[src/rtl/mem_access_unit.sv]
// Load/store sequencer: one op at a time over a split address/data bus handshake.
// Optional misalignment trap enabled by defining MEM_ACCESS_ALIGN_CHECK_EN.
module mem_access_unit (
  input  logic        clk,
  input  logic        reset,
  input  logic        in_valid,
  output logic        in_ready,
  input  logic [2:0]  in_op,
  input  logic [31:0] in_addr,
  input  logic [31:0] in_wdata,
  output logic        req_valid,
  output logic        req_write,
  output logic [1:0]  req_size,
  output logic [31:0] req_addr,
  output logic [3:0]  req_strobe,
  output logic [31:0] req_data,
  input  logic        req_addr_ok,
  input  logic        resp_data_ok,
  input  logic [31:0] resp_data,
  output logic        out_valid,
  input  logic        out_ready,
  output logic [31:0] out_rdata,
  output logic        out_exc_adel,
  output logic        out_exc_ades,
  output logic [31:0] out_badvaddr
);
  typedef enum logic [1:0] {IDLE, REQ, WAIT, DONE} state_t;

  state_t      state_q, state_d;
  logic [2:0]  op_q, op_d;
  logic        in_ready_q, in_ready_d;
  logic        req_valid_q, req_valid_d;
  logic        req_write_q, req_write_d;
  logic [1:0]  req_size_q, req_size_d;
  logic [31:0] req_addr_q, req_addr_d;
  logic [3:0]  req_strobe_q, req_strobe_d;
  logic [31:0] req_data_q, req_data_d;
  logic        out_valid_q, out_valid_d;
  logic [31:0] out_rdata_q, out_rdata_d;
  logic        adel_q, adel_d;
  logic        ades_q, ades_d;
  logic [31:0] badvaddr_q, badvaddr_d;

  logic        in_store, trap;
  logic [1:0]  in_size;
  logic [31:0] lane_addr, st_data, byte_sh, half_sh, load_val;
  logic [3:0]  st_strobe;

  // Decode of the incoming op and the lane layout of a store.
  always_comb begin
    in_store = (in_op >= 3'd5);
    case (in_op)
      3'd0, 3'd3, 3'd5: in_size = 2'd0;
      3'd1, 3'd4, 3'd6: in_size = 2'd1;
      default:          in_size = 2'd2;
    endcase
`ifdef MEM_ACCESS_ALIGN_CHECK_EN
    trap      = ((in_size == 2'd1) && in_addr[0]) || ((in_size == 2'd2) && (in_addr[1:0] != 2'b00));
    lane_addr = in_addr;
`else
    trap      = 1'b0;
    lane_addr = (in_size == 2'd2) ? {in_addr[31:2], 2'b00} :
                (in_size == 2'd1) ? {in_addr[31:1], 1'b0}  : in_addr;
`endif
    case (in_size)
      2'd0: begin
        st_data   = {4{in_wdata[7:0]}};
        st_strobe = 4'b0001 << lane_addr[1:0];
      end
      2'd1: begin
        st_data   = {2{in_wdata[15:0]}};
        st_strobe = lane_addr[1] ? 4'b1100 : 4'b0011;
      end
      default: begin
        st_data   = in_wdata;
        st_strobe = 4'b1111;
      end
    endcase
  end

  // Load alignment/extension from the captured op and bus address.
  always_comb begin
    byte_sh = resp_data >> {req_addr_q[1:0], 3'b000};
    half_sh = resp_data >> {req_addr_q[1], 4'b0000};
    case (op_q)
      3'd0:    load_val = {{24{byte_sh[7]}}, byte_sh[7:0]};
      3'd1:    load_val = {{16{half_sh[15]}}, half_sh[15:0]};
      3'd2:    load_val = resp_data;
      3'd3:    load_val = {24'b0, byte_sh[7:0]};
      3'd4:    load_val = {16'b0, half_sh[15:0]};
      default: load_val = 32'b0;
    endcase
  end

  always_comb begin
    state_d      = state_q;
    op_d         = op_q;
    in_ready_d   = in_ready_q;
    req_valid_d  = req_valid_q;
    req_write_d  = req_write_q;
    req_size_d   = req_size_q;
    req_addr_d   = req_addr_q;
    req_strobe_d = req_strobe_q;
    req_data_d   = req_data_q;
    out_valid_d  = out_valid_q;
    out_rdata_d  = out_rdata_q;
    adel_d       = adel_q;
    ades_d       = ades_q;
    badvaddr_d   = badvaddr_q;
    case (state_q)
      IDLE: if (in_valid) begin
        op_d       = in_op;
        in_ready_d = 1'b0;
        if (trap) begin
          state_d     = DONE;
          out_valid_d = 1'b1;
          out_rdata_d = 32'b0;
          adel_d      = !in_store;
          ades_d      = in_store;
          badvaddr_d  = in_addr;
        end else begin
          state_d      = REQ;
          req_valid_d  = 1'b1;
          req_write_d  = in_store;
          req_size_d   = in_size;
          req_addr_d   = lane_addr;
          req_strobe_d = in_store ? st_strobe : 4'b0000;
          req_data_d   = in_store ? st_data : 32'b0;
        end
      end
      // A data completion without address acceptance is a bus error and is dropped.
      REQ: if (req_addr_ok) begin
        req_valid_d = 1'b0;
        if (resp_data_ok) begin
          state_d     = DONE;
          out_valid_d = 1'b1;
          out_rdata_d = load_val;
        end else begin
          state_d = WAIT;
        end
      end
      WAIT: if (resp_data_ok) begin
        state_d     = DONE;
        out_valid_d = 1'b1;
        out_rdata_d = load_val;
      end
      DONE: if (out_ready) begin
        state_d     = IDLE;
        in_ready_d  = 1'b1;
        out_valid_d = 1'b0;
        out_rdata_d = 32'b0;
        adel_d      = 1'b0;
        ades_d      = 1'b0;
        badvaddr_d  = 32'b0;
      end
      default: state_d = IDLE;
    endcase
  end

  always_ff @(posedge clk) begin
    if (reset) begin
      state_q      <= IDLE;
      op_q         <= 3'd0;
      in_ready_q   <= 1'b1;
      req_valid_q  <= 1'b0;
      req_write_q  <= 1'b0;
      req_size_q   <= 2'd0;
      req_addr_q   <= 32'b0;
      req_strobe_q <= 4'b0;
      req_data_q   <= 32'b0;
      out_valid_q  <= 1'b0;
      out_rdata_q  <= 32'b0;
      adel_q       <= 1'b0;
      ades_q       <= 1'b0;
      badvaddr_q   <= 32'b0;
    end else begin
      state_q      <= state_d;
      op_q         <= op_d;
      in_ready_q   <= in_ready_d;
      req_valid_q  <= req_valid_d;
      req_write_q  <= req_write_d;
      req_size_q   <= req_size_d;
      req_addr_q   <= req_addr_d;
      req_strobe_q <= req_strobe_d;
      req_data_q   <= req_data_d;
      out_valid_q  <= out_valid_d;
      out_rdata_q  <= out_rdata_d;
      adel_q       <= adel_d;
      ades_q       <= ades_d;
      badvaddr_q   <= badvaddr_d;
    end
  end

  assign in_ready     = in_ready_q;
  assign req_valid    = req_valid_q;
  assign req_write    = req_write_q;
  assign req_size     = req_size_q;
  assign req_addr     = req_addr_q;
  assign req_strobe   = req_strobe_q;
  assign req_data     = req_data_q;
  assign out_valid    = out_valid_q;
  assign out_rdata    = out_rdata_q;
  assign out_exc_adel = adel_q;
  assign out_exc_ades = ades_q;
  assign out_badvaddr = badvaddr_q;
endmodule

[config.mk]
export PLATFORM = sky130hd
export DESIGN_NAME = mem_access_unit
export DESIGN_NICKNAME = d
export VERILOG_FILES = /design/src/rtl/mem_access_unit.sv
export SDC_FILE = /design/constraint.sdc
export NUM_CORES = 1
export LEC_CHECK = 0
export CAP_MARGIN = 25
export CORE_ASPECT_RATIO = 0.6
export CORE_MARGIN = 2
export CORE_UTILIZATION = 30
export CTS_CLUSTER_DIAMETER = 50
export DETAILED_ROUTE_END_ITERATION = 16
export DONT_BUFFER_PORTS = 1
export SYNTH_ARGS = -nofsm -noshare
export SYNTH_HDL_FRONTEND = slang
export SYNTH_SLANG_ARGS = --single-unit
[constraint.sdc]
create_clock -name clk -period 1.85 [get_ports clk]
set_input_delay 0.37 -clock clk [delete_from_list [all_inputs] [get_ports clk]]
set_output_delay 0.37 -clock clk [all_outputs]
set_load 0.005 [all_outputs]
# --- Word-level counts from Yosys, hierarchy flattened ---
# Cells that the tools add are included.
word_totals:
  reg_bits: 111
  in_bits: 105
  output_inout_bits: 140
  word_cells: 76
op_classes:
  magnitude_cmp: 1
  n_eq_ne: 18
  n_shift: 3
  muxes: 29
  n_bitwise: 1
  reduce_logical: 13
ops:
  columns: ["cell", "n"]
  rows:
  - ["one-hot mux 32 bit (5 select lines)", 1]
  - ["two-way mux 32 bit", 4]
  - ["one-hot mux 32 bit (3 select lines)", 1]
  - ["one-hot mux 32 bit (2 select lines)", 1]
  - ["right shift 32 x 5 -> 16 bit", 1]
  - ["right shift 32 x 5 -> 8 bit", 1]
  - ["== test 3 bit (second input constant)", 4]
  - ["two-way mux 2 bit", 5]
  - ["== test 3 x 2 -> 1 bit (second input constant)", 3]
  - ["two-way mux 1 bit", 9]
  - ["AND reduction 3 bit", 3]
  - ["two-way mux 4 bit", 2]
  - ["!= test 2 bit (second input constant)", 4]
  - ["one-hot mux 2 bit (4 select lines)", 1]
  - ["one-hot mux 4 bit (2 select lines)", 1]
  - ["== test 2 bit (second input constant)", 3]
  - ["== test 3 x 1 -> 1 bit (second input constant)", 2]
  - ["logical NOT 3 bit", 2]
  - ["OR reduction 3 bit", 2]
  - ["== test 2 x 1 -> 1 bit (second input constant)", 2]
  - ["logical NOT 2 bit", 2]
  - ["one-hot mux 1 bit (2 select lines)", 2]
  - ["one-hot mux 2 bit (2 select lines)", 1]
  - ["AND reduction 4 bit", 1]
  - ["6 further kinds", 7]

# --- Logic depth before layout (Yosys ltp) ---
# Gate-level depths: netlist of run 1.
depth:
  ltp_word: 9
  depth_mapped: 7
  ltp_nobuf: 6

# --- Worst setup path after synthesis of run 1 ---
# OpenSTA, ideal clock, no wires.
synth_timing:
  kind: "register -> register"
  startpoint: "register state_q[0]"
  endpoint: "register out_rdata_q[11], in the netlist out_rdata[11]"
  setup_ps: 69
  arrival_time_ps: 1611
  setup_slack_ps: 170
  stages_incl_launch_ff: 7
  synth_period_minus_slack_ps: 1680
  cell_sequence: "dfxtp_1 -> ha_1 -> mux2_2 -> a31oi_2 -> buf_2 -> nand2_1 -> o21ai_1"
synth_between:
  elab_chain_cells: 3
synth_lines:
  columns: ["element", "line_no", "text"]
  rows:
  - ["start: declaration", "29", "state_t state_q, state_d;"]
  - ["start signal: assignment", "177", "state_q <= state_d;"]
  - ["== test 2 bit, or another cell as far along", "110", "case (state_q)"]
  - ["!= test 2 bit (no line) or inverter 1 bit (tied branches)", null, null]
  - ["AND reduction 3 bit (no line)", null, null]
  - ["end signal: assignment", "187", "out_rdata_q <= out_rdata_d;"]
  - ["end: declaration", "39", "logic [31:0] out_rdata_q, out_rdata_d;"]
# Several ways; a longest one is shown, not always the timed one.
# A chain may end at the register's enable or synchronous reset.

# --- Worst setup path in the final report of run 1 ---
layout_timing:
  startpoint: "register state_q[0]"
  endpoint: "register out_rdata_q[4], in the netlist out_rdata[4]"
# The elaborated chain is that of the path after synthesis.

==> results of run 1 <==
## cells in the mapped netlist (all sizes together) (7+ instances only)
cell,instances
and3,9
a32oi,9
nand2,124
dfxtp,111
nand3b,8
mux2,17
a21oi,47
a22oi,56
nor2,37
o21ai,46
nor2b,7
mux2i,21
a221oi,8
a22o,8
buf,55
clkbuf,25
## path summary, 6_finish.rpt
check	from	endpoint	slack, ns	cells past startpoint
setup / recovery	state_q[0]	out_rdata[4]	0.14	6
hold / removal	reset	req_addr[30]	0.09	1
setup reg to reg	state_q[0]	out_rdata[4]	0.14	6
hold reg to reg	out_rdata[21]	out_rdata[21]	0.47	2
## routing by layer
metal / global-route usage / wire length (µm)
met1: 0.246 / 7780
met2: 0.229 / 6750
met3: 0.0731 / 2050
met4: 0.0384 / 131
met5: 0 / 16
## metrics by stage
step                setup slack, ns  power (mW)  cell area, µm²  TNS [ns]   util
finish                        0.141        7.43            5920         0  0.341
global route                 0.0145        7.93            5920         0  0.341
CTS                          0.0284        7.43            5860         0  0.338
detailed placement          -0.0269        5.49            5560   -0.0456  0.321
global placement            -0.0392        5.45            5550   -0.0392  0.320
floorplan                     0.170        4.84            5520         0      -
## registers in the layout (all words and copies together) (netlist names)
register    cells
state_q         2
req_strobe      4
req_write       1
req_data       32
req_addr       32
in_ready        1
op_q            3
out_valid       1
req_size        2
out_rdata      32
req_valid       1
## power by group through the flow
stage	sequential, mW	combinational, mW	clock [mW]
after floorplan	3.09	1.75	0
after global placement	3.23	2.21	0
after detailed placement	3.24	2.25	0
after CTS	3.19	2.27	1.97
after global routing	3.25	2.62	2.06
final	3.19	2.34	1.90
## layout make-up
class,count,area (µm²),area share
well taps,234,293,0.0495
inverters,4,15.0,0.00254
flip-flops and latches,111,2220,0.376
repair buffers,30,279,0.0471
clock inverters,6,53.8,0.00909
clock buffers,9,225,0.0380
multi-input cells,472,2830,0.478
## what timing repair did
item | in CTS | in global routing
pin swaps | 1 | 2
setup buffers | 2 | 3
gates resized for setup | 1 | 9
setup endpoints to repair | 5 | 47
## cell families (layout without fill, tap and decap cells)
| family | count (synthesis) | after routing |
|---|---|---|
| compound gates | 189 | 189 |
| xor+xnor | 2 | 2 |
| fa+ha+maj | 4 | 4 |
| buf+inv | 84 | 49 |
| flops | 111 | 111 |
| mux | 38 | 38 |
| other cells | 1 | 34 |
| simple gates | 205 | 205 |
==> results.sh, run 1 <==
export IMPL_status="finished, final reports clean"
export IMPL_core_rowCount=37
export IMPL_synth_xor_area_frac=0.00325
export IMPL_synth_area_mux_share=0.0752
export IMPL_yosysSeqAreaShare=0.412
export IMPL_cts_tree="yes"
export IMPL_yosysTopAreaCell="dfxtp_1"
export IMPL_hold_viol=0
export IMPL_first_global_vias=4182
export IMPL_insertion_delay_ns=0.35
export IMPL_final_setup_skew_ns=0.0134
export IMPL_worstPathArrival_ns=1.96
export IMPL_ys_ff_latch=111
export IMPL_synthDistinctLibCells=50
export IMPL_pwr_share_seq=0.429
export IMPL_crit_required_ns=2.10
export IMPL_firstDrtPassIters=5
export IMPL_ir_drop_v=0.000473
export IMPL_final_cell_mix="123 x nand2_1, 109 x dfxtp_1, 56 x a22oi_1"
export IMPL_synth_compound_area_frac=0.231
export IMPL_timing_final_max_slew_violations=0
export IMPL_layout_commonest_cell="nand2_1"
export IMPL_post_route_period_util=0.924
export IMPL_synth_edf_count=0
export IMPL_p_clk_frac=0.256
export IMPL_synth_fa_ha_area_frac=0.00928
export IMPL_die_h_um=108
export IMPL_clock_sinks=111
export IMPL_num_vias=4512
export IMPL_cts_max_level=3
export IMPL_numCtsBuffers=9
export IMPL_drt_iter0_drc=370
export IMPL_port_buffers=0
export IMPL_die_area_um2=19100
export IMPL_grt_max_degree=83
export IMPL_nets=737
export IMPL_totalWireLength_mm=16.7
export IMPL_syn_avg_cell_area_um2=8.51
export IMPL_fillers=1809
export IMPL_grt_overflow=0
export IMPL_whs_ns=0.0922
export IMPL_initial_core_util=0.311
export IMPL_dpl_cell_count=846
export IMPL_hold_path_class="primary input to register"
export IMPL_fmax_ghz=0.585
export IMPL_cp_cell_sequence="ha_2 > mux2_2 > nand3_1 > buf_12 > a22oi_1 > a221oi_1"
export IMPL_routedWlPerCell_um=19.3
export IMPL_p_sw_mw=2.71
export IMPL_grt_pass1_wl_mm=25.2
export IMPL_crit_fanout=14
export IMPL_power_density_nw_per_um2=1260
export IMPL_cp_slowest_cell="dfxtp_2"
export IMPL_crit_path_start_kind="register"
export IMPL_cts_max_path_buffers=2
export IMPL_clockRootBuffer="clkbuf_16"
export IMPL_antenna_found_initial=1
export IMPL_cp_end_kind="register"
export IMPL_ys_top_cells_by_area="dfxtp_1 41%, nand2_1 8.6%, a22oi_1 7.8%"
export IMPL_gp_congestion=0.795
export IMPL_postSynth_asyncResetShare=0
export IMPL_relSlewSlack=0.603
export IMPL_critPathTopFamily="flip-flops"
export IMPL_critPathMaxStageDelay_ns=0.37
export IMPL_synthCells=634
export IMPL_synth_area_um2=5390
export IMPL_die_w_um=177
export IMPL_drc=0
export IMPL_worstSetupPathType="register to register"
export IMPL_path_clk_slew_ns=0.08
export IMPL_yosys_area_top_type_share=0.412
export IMPL_pin_count=245
export IMPL_vias_per_cell=5.21
export IMPL_leakage_nw=2.19
export IMPL_ant_nets=0
export IMPL_setup_viol=0
export IMPL_synth_top_family_by_area="compound AO/OA/AOI/OAI gates"
export IMPL_internal_power_mw=4.72
export IMPL_hold_buffers=0
export IMPL_core_um2=17400
export IMPL_path_buf_inv=1
export IMPL_final_cells=866
export IMPL_drv_cap=0
export IMPL_n_antenna_cell=0
export IMPL_power_frac_comb=0.315
export IMPL_synthSimpleGateAreaFrac=0.175
export IMPL_ys_warn_count=0
export IMPL_dp_hpwl_mm=12.3
export IMPL_rsz0062_at_grt="false"
export IMPL_grt_util_all_layers=0.171
export IMPL_drive_gt1_frac=0.133
export IMPL_switching_share=0.365
export IMPL_areaGrowthSynthToFinish_pct=9.77
export IMPL_fin_crit_ns=1.71
export IMPL_worst_pin_slew_ns=0.595
export IMPL_ys_flop_type="dfxtp_1"
No activity file was read; power rests on OpenSTA's default activity.
==> run 2: changes to the inputs <==
- CAP_MARGIN: 25 -> not set
==> results.sh, run 2 (synthesis results as in run 1) <==
export IMPL_cp_endpoint="out_rdata[2]"
export IMPL_clockRootBuffer="clkbuf_16"
export IMPL_cts_tree="yes"
export IMPL_numCtsBuffers=9
export IMPL_dp_hpwl_mm=12.3
export IMPL_crit_fanout=14
export IMPL_timing_final_max_slew_violations=0
export IMPL_grt_overflow=0
export IMPL_grt_util_all_layers=0.171
export IMPL_vias_per_cell=5.26
export IMPL_drv_cap=0
export IMPL_worstPathArrival_ns=1.96
export IMPL_switching_share=0.357
export IMPL_p_clk_frac=0.270
export IMPL_ant_nets=0
export IMPL_areaGrowthSynthToFinish_pct=9.79
export IMPL_n_antenna_cell=0
export IMPL_power_density_nw_per_um2=1270
export IMPL_gp_congestion=0.795
export IMPL_rrSetupSlack_ns=0.14
export IMPL_crit_required_ns=2.10
export IMPL_rsz0062_at_grt="false"
export IMPL_p_sw_mw=2.69
export IMPL_drive_gt1_frac=0.132
export IMPL_final_cell_mix="123 x nand2_1, 108 x dfxtp_1, 56 x a22oi_1"
export IMPL_whs_ns=0.0908
export IMPL_hold_path_class="primary input to register"
export IMPL_pwr_share_seq=0.424
export IMPL_multi_input_comb_area_um2=2830
export IMPL_leakage_nw=2.20
export IMPL_first_global_vias=4220
export IMPL_nets=734
export IMPL_routedWlPerCell_um=19.4
export IMPL_r2r_start="state_q[0]"
export IMPL_worst_r2r_path_depth=6
export IMPL_worstSetupPathType="register to register"
export IMPL_totalWireLength_mm=16.7
export IMPL_post_route_period_util=0.922
export IMPL_port_buffers=0
export IMPL_grt_pass1_wl_mm=25.2
export IMPL_worst_pin_slew_ns=0.719
export IMPL_insertion_delay_ns=0.35
export IMPL_internal_power_mw=4.83
export IMPL_initial_core_util=0.311
export IMPL_firstDrtPassIters=7
export IMPL_hold_viol=0
export IMPL_fin_total_pwr_mw=7.52
export IMPL_path_clk_slew_ns=0.08
export IMPL_cts_max_path_buffers=2
export IMPL_ir_drop_v=0.000456
export IMPL_setup_viol=0
export IMPL_final_setup_skew_ns=0.0122
export IMPL_antenna_found_initial=1
export IMPL_core_rowCount=37
export IMPL_power_frac_comb=0.306
export IMPL_fmax_ghz=0.586
export IMPL_die_w_um=177
export IMPL_drc=0
export IMPL_cp_end_kind="register"
export IMPL_drt_iter0_drc=383
export IMPL_pin_count=245
export IMPL_layout_commonest_cell="nand2_1"
export IMPL_cts_max_level=3
export IMPL_critPathLaunch="state_q[0]"
export IMPL_fin_crit_ns=1.71
export IMPL_crit_path_start_kind="register"
export IMPL_relSlewSlack=0.520
export IMPL_timing_rr_end="out_rdata[2]"
export IMPL_die_area_um2=19100
export IMPL_die_h_um=108
export IMPL_core_um2=17400
export IMPL_grt_max_degree=83
export IMPL_fillers=1837
export IMPL_num_vias=4536
export IMPL_status="finished, final reports clean"
export IMPL_seq_area_um2=2230
export IMPL_clock_sinks=111
==> run 2: changes by cell type in the layout (fill, tap and decap cells not counted), sizes merged <==
| cell | before | now |
|---|---|---|
| clkinvlp | 1 | 0 |
| buf | 30 | 27 |
| bufinv | 0 | 1 |
==> run 2: worst min path at each step <==
stage / start / endpoint / slack (ns) / depth (start not counted)
detailed placement: reset / req_addr[15] / 0.46 / 1
global placement: reset / req_addr[30] / 0.45 / 1
global route: reset / req_addr[12] / 0.07 / 1
floorplan: out_rdata[10] / out_rdata[10] / 0.44 / 2
finish: reset / req_addr[30] / 0.09 / 1
CTS: reset / req_addr[7] / 0.07 / 1
==> run 2: through the flow <==
stage	worst slack, ns	std cells	utilization	TNS (ns)	area [µm²]
floorplan	0.170	667	-	0	5520
global placement	-0.0392	845	0.320	-0.0392	5550
detailed placement	-0.0189	845	0.320	-0.0189	5550
CTS	0.0140	862	0.339	0	5880
global route	0.00141	863	0.341	0	5920
finish	0.144	863	0.341	0	5920
==> run 2: worst max-delay path, stage by stage (launching register included) <==
cell and delay [ns]:
dfxtp_2 0.36, ha_2 0.22, mux2_2 0.36, nand3_1 0.15
buf_12 0.16, a22oi_1 0.09, a221oi_1 0.27
==> run 2: timing repair <==
item	CTS	global route
setup endpoints to repair	2	44
resized for setup	1	11
hold buffers	0	0
buffers inserted	2	1
pin swaps	1	2
==> run 2: power groups by stage <==
stage / clock network (mW) / registers (mW) / logic [mW]
4_1_cts: 2.12 / 3.19 / 2.26
3_3_place_gp: 0 / 3.23 / 2.21
6_report: 2.03 / 3.19 / 2.30
2_1_floorplan: 0 / 3.09 / 1.75
5_1_grt: 2.21 / 3.25 / 2.58
3_5_place_dp: 0 / 3.24 / 2.24
==> run 2: layout make-up <==
| class | instances | area share |
|---|---|---|
| repair buffers | 27 | 0.0427 |
| inverters | 4 | 0.00254 |
| clock buffers | 9 | 0.0380 |
| clock inverters | 6 | 0.0133 |
| flip-flops and latches | 111 | 0.376 |
| multi-input cells | 472 | 0.478 |
| well taps | 234 | 0.0495 |
==> run 2: routing by layer <==
metal | vias to the layer above | GRT usage | wire length, µm | share of wire
met5 | - | 0 | 11 | 0.00066
met4 | 2 | 0.0372 | 163 | 0.0098
li1 | 2159 | - | - | -
met1 | 2132 | 0.247 | 7690 | 0.46
met2 | 227 | 0.232 | 6800 | 0.41
met3 | 16 | 0.0696 | 2060 | 0.12
==> run 3: changes to the inputs <==
- CTS_CLUSTER_SIZE: not set -> 16
- REMOVE_ABC_BUFFERS: not set -> 1
==> results.sh, run 3 (synthesis results as in run 1) <==
export IMPL_firstDrtPassIters=4
export IMPL_power_density_nw_per_um2=1290
export IMPL_worstSetupPathType="register to register"
export IMPL_hold_viol=0
export IMPL_status="finished, final reports clean"
export IMPL_crit_cells=7
export IMPL_pre_cts_slack_ns=-0.0986
export IMPL_nets=737
export IMPL_final_setup_skew_ns=0.00481
export IMPL_whs_ns=0.0794
export IMPL_ir_drop_v=0.000415
export IMPL_grt_util_all_layers=0.164
export IMPL_insertion_delay_ns=0.35
export IMPL_antenna_found_initial=0
export IMPL_dp_hpwl_mm=11.7
export IMPL_clock_sinks=111
export IMPL_whs_path_depth=1
export IMPL_cp_slowest_cell="dfxtp_2"
export IMPL_fmax_ghz=0.565
export IMPL_die_h_um=108
export IMPL_relSlewSlack=0.486
export IMPL_final_cell_mix="123 x nand2_1, 106 x dfxtp_1, 56 x a22oi_1"
export IMPL_cts_max_path_buffers=2
export IMPL_grt_pass1_wl_mm=24.3
export IMPL_setup_slack_ns=0.0787
export IMPL_rrSetupSlack_ns=0.08
export IMPL_ant_nets=0
export IMPL_routedWlPerCell_um=18.7
export IMPL_vias_per_cell=5.23
export IMPL_first_global_vias=4149
export IMPL_fin_crit_ns=1.77
export IMPL_drc=0
export IMPL_final_cells=866
export IMPL_hold_buffers=0
export IMPL_timing_final_max_slew_violations=0
export IMPL_worst_r2r_path_depth=7
export IMPL_pin_count=245
export IMPL_port_buffers=0
export IMPL_cp_end_kind="register"
export IMPL_die_area_um2=19100
export IMPL_setup_viol=0
export IMPL_core_rowCount=37
export IMPL_post_route_period_util=0.957
export IMPL_clockRootBuffer="clkbuf_16"
export IMPL_crit_path_start_kind="register"
export IMPL_leakage_nw=2.23
export IMPL_numCtsBuffers=9
export IMPL_drive_gt1_frac=0.141
export IMPL_worstPathArrival_ns=2.03
export IMPL_die_w_um=177
export IMPL_grt_overflow=0
export IMPL_grt_max_degree=83
export IMPL_gp_congestion=0.768
export IMPL_cp_cell_sequence="inv_1 > ha_2 > nor2b_1 > nor3_2 > nand4b_1 > buf_4 > a221oi_1"
export IMPL_hold_path_class="primary input to register"
export IMPL_crit_required_ns=2.11
export IMPL_drt_iter0_drc=334
export IMPL_totalWireLength_mm=16.2
export IMPL_cts_tree="yes"
export IMPL_n_antenna_cell=0
export IMPL_num_vias=4526
export IMPL_dpl_cell_count=849
export IMPL_path_buf_inv=2
export IMPL_layout_commonest_cell="nand2_1"
export IMPL_final_cell_area_um2=5990
export IMPL_cts_max_level=3
export IMPL_areaGrowthSynthToFinish_pct=11.1
export IMPL_core_um2=17400
export IMPL_crit_fanout=7
export IMPL_drv_cap=0
export IMPL_place_area_um2=5610
export IMPL_worst_pin_slew_ns=0.770
export IMPL_initial_core_util=0.311
export IMPL_critPathMaxStageDelay_ns=0.36
export IMPL_path_clk_slew_ns=0.07
export IMPL_critPathTopFamily="simple AND/OR/NAND/NOR gates"
-- run 3: cell types whose count changed in the layout (fill, tap and decap cells not counted), moves of 2 or more --
cell,before,now
buf_12,4,6
clkinv_2,0,2
clkinv_4,2,0
dfxtp_1,108,106
dfxtp_2,3,5
ha_1,3,1
ha_2,1,3
inv_8,2,0
-- run 3: worst paths after layout --
check / start / to
hold / removal: reset / req_addr[20]
setup reg to reg: state_q[1] / out_rdata[5]
hold reg to reg: out_rdata[25] / out_rdata[25]
setup / recovery: state_q[1] / out_rdata[5]
-- run 3: metal layers --
layer	GRT usage	up-vias	routed length, µm
li1	-	2166	-
met1	0.229	2177	7610
met2	0.227	174	6720
met3	0.0717	9	1720
met4	0.0401	0	136
met5	0	-	0
-- run 3: layout make-up --
class	instances	area, µm²
clock buffer	11	243
clock inverter	4	70.1
fill	1785	11400
inverter	4	15.0
multi-input combinational	472	2840
sequential	111	2230
tap	234	293
timing repair buffer	30	304
-- run 3: timing repair --
action	CTS	global route
endpoints found under the setup margin	24	40
gates resized for setup	5	12
buffers inserted	0	2
pin swaps	0	2
-- run 3: stage by stage --
| step | utilization | power, mW | TNS (ns) |
|---|---|---|---|
| floorplan | - | 4.61 | -18.03 |
| global placement | 0.323 | 5.52 | -1.24 |
| detailed placement | 0.323 | 5.55 | -1.27 |
| CTS | 0.342 | 7.69 | 0 |
| global route | 0.345 | 8.17 | -0.00247 |
| finish | 0.345 | 7.71 | 0 |
-- run 3: report_power, final --
part | leakage, nW | switching [mW] | total [mW] | internal, mW
combinational | 1.16 | 1.39 | 2.41 | 1.03
clock | 0.155 | 0.890 | 2.10 | 1.21
sequential | 0.907 | 0.389 | 3.19 | 2.80
total | 2.23 | 2.67 | 7.71 | 5.04
